## src/rtl/route_pkg.sv

```systemverilog
// Shared types and helpers for the demux routing controller.
// Optional per-port counters are enabled with ROUTE_CTRL_COUNT_EN.
package route_pkg;

    localparam int COUNT_W = 16;

    typedef enum logic {
        ST_EMPTY = 1'b0,
        ST_FULL  = 1'b1
    } route_state_e;

    function automatic int dest_width(input int n);
        return $clog2(n);
    endfunction

endpackage

```

## src/rtl/route_pipe_buf.sv

```systemverilog
// One-entry pipelined val/rdy buffer: accepts a new entry in the same cycle
// the held entry drains, so it sustains one transfer per cycle.
module route_pipe_buf
    import route_pkg::*;
#(
    parameter int p_width = 8
)
(
    input  logic               clk,
    input  logic               reset,
    input  logic               enq_val,
    output logic               enq_rdy,
    input  logic [p_width-1:0] enq_data,
    output logic               deq_val,
    input  logic               deq_rdy,
    output logic [p_width-1:0] deq_data
);

    route_state_e       state;
    route_state_e       state_next;
    logic [p_width-1:0] data_reg;
    logic               enq_xfer;

    always_ff @(posedge clk) begin
        if (reset) begin
            state    <= ST_EMPTY;
            data_reg <= '0;
        end else begin
            state <= state_next;
            if (enq_xfer) begin
                data_reg <= enq_data;
            end
        end
    end

    // A full buffer frees its slot on deq_rdy, which is what lets a refill happen in the same cycle.
    always_comb begin
        state_next = state;
        deq_val    = 1'b0;
        enq_rdy    = 1'b1;
        enq_xfer   = 1'b0;
        case (state)
            ST_EMPTY: begin
                enq_xfer = enq_val;
                if (enq_val) begin
                    state_next = ST_FULL;
                end
            end
            ST_FULL: begin
                deq_val  = 1'b1;
                enq_rdy  = deq_rdy;
                enq_xfer = enq_val && deq_rdy;
                if (deq_rdy && !enq_val) begin
                    state_next = ST_EMPTY;
                end
            end
            default: state_next = ST_EMPTY;
        endcase
    end

    assign deq_data = data_reg;

endmodule

```

## src/rtl/demux_route_ctrl.sv

```systemverilog
// 1-to-N packet router: decodes the header destination, buffers one packet and
// presents it on one output port. ROUTE_CTRL_COUNT_EN adds pkt_count/drop_count.
module demux_route_ctrl
    import route_pkg::*;
#(
    parameter int p_nbits    = 8,
    parameter int p_noutputs = 4
)
(
    input  logic                           clk,
    input  logic                           reset,
    input  logic [p_nbits-1:0]             recv_msg,
    input  logic                           recv_val,
    output logic                           recv_rdy,
    output logic [p_noutputs*p_nbits-1:0]  send_msg,
    output logic [p_noutputs-1:0]          send_val,
    input  logic [p_noutputs-1:0]          send_rdy,
    output logic                           drop_err
`ifdef ROUTE_CTRL_COUNT_EN
    ,
    output logic [p_noutputs*COUNT_W-1:0]  pkt_count,
    output logic [COUNT_W-1:0]             drop_count
`endif
);

    localparam int DW = dest_width(p_noutputs);

    logic [DW-1:0]         recv_dest;
    logic                  dest_ok;
    logic                  recv_xfer;
    logic                  buf_enq_val;
    logic                  buf_enq_rdy;
    logic                  buf_deq_val;
    logic                  buf_deq_rdy;
    logic [DW+p_nbits-1:0] buf_deq_data;
    logic [DW-1:0]         buf_dest;
    logic [p_nbits-1:0]    buf_msg;
    logic                  drop_reg;

    assign recv_dest   = recv_msg[p_nbits-1 -: DW];
    assign dest_ok     = int'(recv_dest) < p_noutputs;
    assign recv_rdy    = !reset && buf_enq_rdy;
    assign recv_xfer   = recv_val && recv_rdy;
    assign buf_enq_val = recv_val && dest_ok;
    assign buf_dest    = buf_deq_data[DW+p_nbits-1 -: DW];
    assign buf_msg     = buf_deq_data[p_nbits-1:0];

    route_pipe_buf #(
        .p_width (DW + p_nbits)
    ) u_buf (
        .clk      (clk),
        .reset    (reset),
        .enq_val  (buf_enq_val),
        .enq_rdy  (buf_enq_rdy),
        .enq_data ({recv_dest, recv_msg}),
        .deq_val  (buf_deq_val),
        .deq_rdy  (buf_deq_rdy),
        .deq_data (buf_deq_data)
    );

    // Only the selected port's ready reaches the buffer; all other ports see zeros.
    always_comb begin
        send_val    = '0;
        send_msg    = '0;
        buf_deq_rdy = 1'b0;
        for (int i = 0; i < p_noutputs; i++) begin
            if (int'(buf_dest) == i) begin
                buf_deq_rdy = send_rdy[i];
                if (buf_deq_val && !reset) begin
                    send_val[i] = 1'b1;
                    send_msg[(p_noutputs-1-i)*p_nbits +: p_nbits] = buf_msg;
                end
            end
        end
    end

    always_ff @(posedge clk) begin
        if (reset) begin
            drop_reg <= 1'b0;
        end else begin
            drop_reg <= recv_xfer && !dest_ok;
        end
    end

    assign drop_err = drop_reg && !reset;

`ifdef ROUTE_CTRL_COUNT_EN
    localparam logic [COUNT_W-1:0] CNT_ONE = 1;

    always_ff @(posedge clk) begin
        if (reset) begin
            pkt_count  <= '0;
            drop_count <= '0;
        end else begin
            for (int i = 0; i < p_noutputs; i++) begin
                if (send_val[i] && send_rdy[i]) begin
                    pkt_count[i*COUNT_W +: COUNT_W] <= pkt_count[i*COUNT_W +: COUNT_W] + CNT_ONE;
                end
            end
            if (recv_xfer && !dest_ok) begin
                drop_count <= drop_count + CNT_ONE;
            end
        end
    end
`endif

endmodule

```

## config.mk

```make
export PLATFORM = sky130hd
export DESIGN_NAME = demux_route_ctrl
export DESIGN_NICKNAME = d
export VERILOG_FILES = /design/src/rtl/route_pkg.sv /design/src/rtl/route_pipe_buf.sv /design/src/rtl/demux_route_ctrl.sv
export SDC_FILE = /design/constraint.sdc
export NUM_CORES = 1
export LEC_CHECK = 0
export CORE_MARGIN = 2
export CORE_UTILIZATION = 34
export DETAILED_ROUTE_END_ITERATION = 7
export GPL_TIMING_DRIVEN = 0
export MAX_ROUTING_LAYER = met4
export PLACE_DENSITY = 0.87
export SYNTH_ARGS = -nofsm -noshare
export SYNTH_HDL_FRONTEND = slang
export SYNTH_SLANG_ARGS = --single-unit
```

## constraint.sdc

```tcl
create_clock -name clk -period 1.8 [get_ports clk]
set_clock_uncertainty 0.05 [all_clocks]
set_input_delay 0.27 -clock clk [delete_from_list [all_inputs] [get_ports clk]]
set_output_delay 0.27 -clock clk [all_outputs]
set_load 0.05 [all_outputs]
```

==> results of run 1 <==
[how the worst max path moves through the flow]
| stage | slack (ns) | startpoint | depth (start not counted) | to |
|---|---|---|---|---|
| floorplan | -0.14 | u_buf.deq_data[8] | 3 | send_msg[10] |
| global placement | -1.0 | reset | 4 | send_msg[17] |
| detailed placement | -1.01 | reset | 4 | send_msg[13] |
| CTS | -0.02 | u_buf.deq_data[8] | 5 | send_msg[12] |
| global route | -0.06 | u_buf.deq_data[7] | 5 | send_msg[21] |
| finish | -0.01 | u_buf.deq_data[8] | 5 | send_msg[12] |
[power breakdown]
part | switching (mW) | internal [mW] | total [mW]
sequential | 0.0201 | 0.215 | 0.235
clock | 0.0793 | 0.0822 | 0.162
combinational | 0.116 | 0.108 | 0.225
total | 0.216 | 0.406 | 0.621
[registers in the layout (all words and copies together) (netlist names)]
| name | cells |
|---|---|
| u_buf.deq_data | 8 |
| u_buf.state | 1 |
[area by class of cell]
class | count | share of cell area
buffer | 10 | 0.0552
clock buffer | 3 | 0.0148
clock inverter | 1 | 0.00329
inverter | 1 | 0.00247
multi-input combinational | 69 | 0.409
sequential | 9 | 0.121
tap | 27 | 0.0222
timing repair buffer | 52 | 0.372
[critical path, delay by kind of cell, from the launching register on]
kind | cells | cell delay, ns
buf+inv | 3 | 0.45
flops | 1 | 0.34
simple gates | 2 | 0.43
[cells by family after synthesis]
logic type	after synthesis
AND/OR/NAND/NOR	51
buffers and inverters	11
multiplexers	10
flip-flops	9
AO/OA/AOI/OAI	3
other	1
[routing by layer]
layer / vias up / GRT usage
met5: - / -
met4: 0 / 0.113
met3: 6 / 0.0476
met2: 43 / 0.338
met1: 364 / 0.219
li1: 400 / -
[layout by cell type, fill, tap and decap left out, types with 2 or more instances in the layout]
master,n
clkdlybuf4s15_2,2
buf_2,5
and2_1,7
clkdlybuf4s50_1,13
and4b_1,3
nor4bb_4,2
dfxtp_2,3
and2_2,5
conb_1,5
nand2b_1,15
buf_8,15
mux2i_1,9
buf_6,12
buf_4,10
and2_4,13
clkbuf_4,6
dfxtp_1,6
[through the flow]
| stage | instances | area (um^2) |
|---|---|---|
| after CTS | 172 | 1470 |
| final | 172 | 1520 |
| after global placement | 163 | 1370 |
| after detailed placement | 163 | 1370 |
| after global routing | 172 | 1520 |
| after floorplan | 89 | 870 |
[what timing repair did]
| item | in CTS | in global routing |
|---|---|---|
| endpoints found under the setup margin | 33 | 32 |
| endpoints found under the hold margin | 0 | 0 |
| gates resized for setup | 223 | 17 |
| setup buffers | 4 | 0 |
| gates cloned | 1 | 0 |
| pin swaps | 3 | 3 |
==> results.yml, run 1 <==
synth:
  ys_seq_area_frac: 0.243
  synth_top_family_by_area: "simple AND/OR/NAND/NOR gates"
  synthFlopType: "dfxtp_1"
  yosys.area_share.simple: 0.471
  synth_edf_count: 0
  synth_fa_ha_area_frac: 0
  synthTopCellsByArea: "dfxtp_1, and2_1, mux2i_1"
  synthMuxAreaShare: 0.135
  async_flop_share: 0
  syn-cell-area_um2: 741
  yosysMostFrequentCell: "and2_1"
  syn_area_per_cell_um2: 8.71
  synthXorXnorAreaFrac: 0
  synth-compound-area-share: 0.0591
  ys_types: 17
  synth_warnings: 0
  synth-seq-cells: 9
  synth_top_area_share: 0.243
  postSynthCellCount: 85
  synth_commonest_cells: "and2_1, nand2b_1, mux2i_1, dfxtp_1, buf_4"
  yosysTopAreaCell: "dfxtp_1"
drt:
  ant_nets: 0
  drt-wirelength-per-cell_um: 13.5
  wl_met3_um: 186
  maxUsedRoutingLayer: "met4"
  drt_iter0_drc: 6
  routed_wirelength_um: 2330
  vias: 813
  wl_met1_um: 940
  drcViolationCount: 0
  vias_per_cell: 4.73
  drtPass1Iterations: 2
  wl_met2_um: 1150
placement:
  io_buffers: 47
  dp_hpwl_um: 1640
  place_congestion: 0.789
  pre_cts_slack_ns: -1.01
critical_path:
  reg2reg_slack_ns: 0.18
  cpMostUsedCell: "buf_8"
  path_class: "reg2out"
  max_stage_delay_ns: 0.34
  crit_slowest_cell: "dfxtp_2"
  end_kind: "primary output"
  cp.arrival_ns: 1.49
  timing.rr.end: "u_buf.deq_data[2]"
  crit_chain: "buf_8 -> nor4bb_4 -> buf_4 -> and2_4 -> buf_8"
  crit_path_max_fanout: 5
  reg2reg_depth: 4
  startpoint_type: "flop"
  cp_data_required_time_ns: 1.48
  rr_startpoint: "u_buf.deq_data[7]"
hold_path:
  holdCritStartpoint: "u_buf.deq_data[3]"
  hold_path_end: "u_buf.deq_data[3]"
  hp-class: "reg2reg"
  whs_path_depth: 2
cells_and_area:
  utilization: 0.759
  n_fill_cell: 134
  multi_input_area_um2: 621
  syn_to_final_growth_pct: 105
  drive_above_1_share: 0.559
  seq_area_um2: 184
  layout.nets: 161
  antenna_cells: 0
global_route:
  grt_pass1_vias: 803
  grt_antenna_before_repair: 0
  grt_max_degree: 11
  grt_usage: 0.202
  grt_pass1_wl_um: 3780
  grt_remaining_overflow: 0
timing:
  maxSlewViolCount: 0
  post-route-period-util: 1.01
  fin_tns_setup_ns: -0.127
  timing.fmax_mhz: 551
  hold_violations: 0
  setup_slack_ns: -0.0140
  rsz0062_at_grt: "true"
  fin_hold_ws_ns: 0.479
  worst_slew_pin_slew_ns: 0.590
  min_period_ns: 1.81
  slew_headroom: 0.607
  finalSetupViolations: 15
floorplanning:
  core_area_um2: 2000
  die_h_um: 50.7
  num_rows: 16
  num_io_pins: 53
  initial_core_util: 0.370
  die_width_um: 50.7
  die_area_um2: 2570
pwr:
  pwr_density_cell_nw_per_um2: 409
  ir_worst_vdd_mv: 0.428
  finalPower_uw: 621
  leakagePower_nw: 0.690
clock_tree:
  numCtsBuffers: 3
  cts_max_level: 1
  cts_tree: "done"
  clock_latency_ns: 0.27
  cts.sinks: 9
  cts_root_buffer: "clkbuf_4"
  cts_buffer_depth: 2
  clk_pin_slew_ns: 0.07
  holdBufCountCts: 0
run_status:
  run_status: "complete, but fails checks"
  violations: "negative setup slack"
job:
  drv.max_cap_violation_count: 0
Power figures use the tool's default switching activity.
==> run 2, diff against run 1 <==
- RECOVER_POWER: not set -> 25
==> results of run 2 <==
The final DEF is identical to that of run 1; final timing and power are the same.
==> run 3, diff against run 2 <==
- CORE_UTILIZATION: 34 -> 35
- PLACE_DENSITY: 0.87 -> 0.86
- SYNTH_HIERARCHICAL: not set -> 1
- TNS_END_PERCENT: not set -> 30
==> results.yml, run 3 <==
cells_and_area:
  layout_common_cells: "and2_1, buf_6, clkdlybuf4s50_1, buf_4"
  syn_to_final_growth_pct: 83.0
  largest_reg_flops: 10
  n_fill_cell: 179
  layout_commonest_cell: "and2_1"
  antenna_cells: 0
  utilization: 0.680
  layout.cells.non_filler: 177
  layout.nets: 165
  drive_above_1_share: 0.523
  fin_area_um2: 1500
timing:
  finalSetupViolations: 9
  post-route-period-util: 1.04
  hold_violations: 0
  rsz0062_at_grt: "true"
  maxSlewViolCount: 0
  min_period_ns: 1.88
  timing.fmax_mhz: 533
  setup_slack_ns: -0.0769
run_status:
  run_status: "complete, but fails checks"
  violations: "negative setup slack"
placement:
  place_inst: 171
  place_area_um2: 1390
  io_buffers: 51
  dp_hpwl_um: 1740
  pre_cts_slack_ns: -0.942
  place_congestion: 0.742
floorplanning:
  num_rows: 17
  initial_core_util: 0.372
  core_area_um2: 2210
  die_area_um2: 2750
  die_h_um: 52.5
  num_io_pins: 53
  die_width_um: 52.5
drt:
  drtPass1Iterations: 4
  drt-wirelength-per-cell_um: 13.1
  routed_wirelength_um: 2320
  vias: 834
  drcViolationCount: 0
  ant_nets: 0
  vias_per_cell: 4.71
  drt_iter0_drc: 7
critical_path:
  reg2reg_depth: 6
  end_kind: "primary output"
  cp_data_required_time_ns: 1.48
  rr_startpoint: "u_buf/deq_data[8]"
  startpoint_type: "flop"
  path_class: "reg2out"
  timing.rr.end: "u_buf/deq_data[9]"
  cp.arrival_ns: 1.56
  reg2reg_slack_ns: 0
  crit_path_max_fanout: 2
clock_tree:
  holdBufCountCts: 0
  clk_pin_slew_ns: 0.07
  clock_latency_ns: 0.28
  cts_max_level: 1
  cts_root_buffer: "clkbuf_4"
  cts_tree: "done"
  cts.sinks: 11
  numCtsBuffers: 3
  cts_buffer_depth: 2
synth:
  synth_top_area_share: 0.268
  synth-seq-cells: 11
  synth_nets: 107
  yosysMostFrequentCell: "and2_1"
  ys_seq_area_frac: 0.268
  synth_edf_count: 0
  synth_warnings: 6
  synthTopCellsByArea: "dfxtp_1, and2_1, a21bo_1"
  async_flop_share: 0
  syn_area_per_cell_um2: 8.94
  syn-cell-area_um2: 822
  yosysTopAreaCell: "dfxtp_1"
  synth_commonest_cells: "and2_1, dfxtp_1, nand3_1, a21bo_1, a21oi_2"
  postSynthCellCount: 92
  ys_types: 19
  synthFlopType: "dfxtp_1"
pwr:
  ir_worst_vdd_mv: 0.392
  pwr_density_cell_nw_per_um2: 421
  leakagePower_nw: 0.682
  finalPower_uw: 633
hold_path:
  whs_path_depth: 2
  holdCritStartpoint: "reset"
  hold_path_end: "u_buf/deq_data[2]"
  hp-class: "in2reg"
global_route:
  grt_max_degree: 13
  grt_pass1_vias: 746
  grt_usage: 0.181
  grt_antenna_before_repair: 0
  grt_remaining_overflow: 0
  grt_pass1_wl_um: 3560
job:
  drv.max_cap_violation_count: 0
-- run 3: cell count changes after synthesis, sizes merged, moves of 4 or more --
cell,previous run,this run
a21bo,0,10
mux2i,10,0
clkbuf,4,0
nand2b,15,1
nand3,0,10
and2,25,32
a21oi,0,11
-- run 3: layout make-up --
cell class | count | area [um^2] | share of cell area
plain buffers | 8 | 56.3 | 0.0374
clock buffers | 4 | 26.3 | 0.0175
inverters | 1 | 3.75 | 0.00250
multi-input cells | 71 | 571 | 0.379
flip-flops and latches | 11 | 226 | 0.151
well taps | 28 | 35.0 | 0.0233
repair buffers | 54 | 586 | 0.389
-- run 3: critical path, cell delays in order, from the launching register on --
cell and delay [ns]:
dfxtp_4 0.37, mux4_2 0.48, nand2b_4 0.15, nor2b_4 0.12, buf_6 0.16
-- run 3: how the worst max path moves through the flow --
stage | start | endpoint | slack (ns) | cells after the start
floorplan | u_buf/deq_data[8] | send_msg[24] | -0.09 | 2
global placement | reset | send_msg[24] | -0.93 | 4
detailed placement | reset | send_msg[28] | -0.94 | 4
CTS | u_buf/deq_data[8] | recv_rdy | -0.09 | 4
global route | u_buf/deq_data[8] | recv_rdy | -0.11 | 4
finish | u_buf/deq_data[8] | recv_rdy | -0.08 | 4
-- run 3: what timing repair did --
action | 4_1_cts | 5_1_grt
setup endpoints to repair | 37 | 40
pin swaps | 1 | 1
gates resized for setup | 240 | 32
setup buffers | 3 | 0
-- run 3: cell families after synthesis --
kind of cell | synth area share
DFF | 0.268
other | 0.00456
and+or+nand+nor | 0.397
AOI/OAI and AO/OA | 0.225
buffers and inverters | 0.0731
muxes | 0.0320
-- run 3: layer usage --
| metal | share of wire | GRT usage | wire length [um] | vias to the layer above |
|---|---|---|---|---|
| met4 | 0.0069 | 0.0641 | 16 | 0 |
| met2 | 0.49 | 0.306 | 1130 | 40 |
| met1 | 0.41 | 0.205 | 945 | 370 |
| li1 | - | - | - | 422 |
| met3 | 0.097 | 0.0457 | 224 | 2 |
| met5 | 0 | - | 0 | - |
-- run 3: stage by stage --
step / setup TNS (ns) / hold slack (ns)
floorplan: -0.600 / 0.289
global placement: -29.76 / 0.543
detailed placement: -30.49 / 0.548
CTS: -0.434 / 0.448
global route: -1.02 / 0.478
finish: -0.339 / 0.457
-- run 3: report_power, final --
group | switching [mW] | internal, mW | leakage (nW)
logic | 0.0880 | 0.0938 | 0.575
clock network | 0.0872 | 0.0860 | 0.0150
registers | 0.0193 | 0.259 | 0.0919
total | 0.195 | 0.439 | 0.682
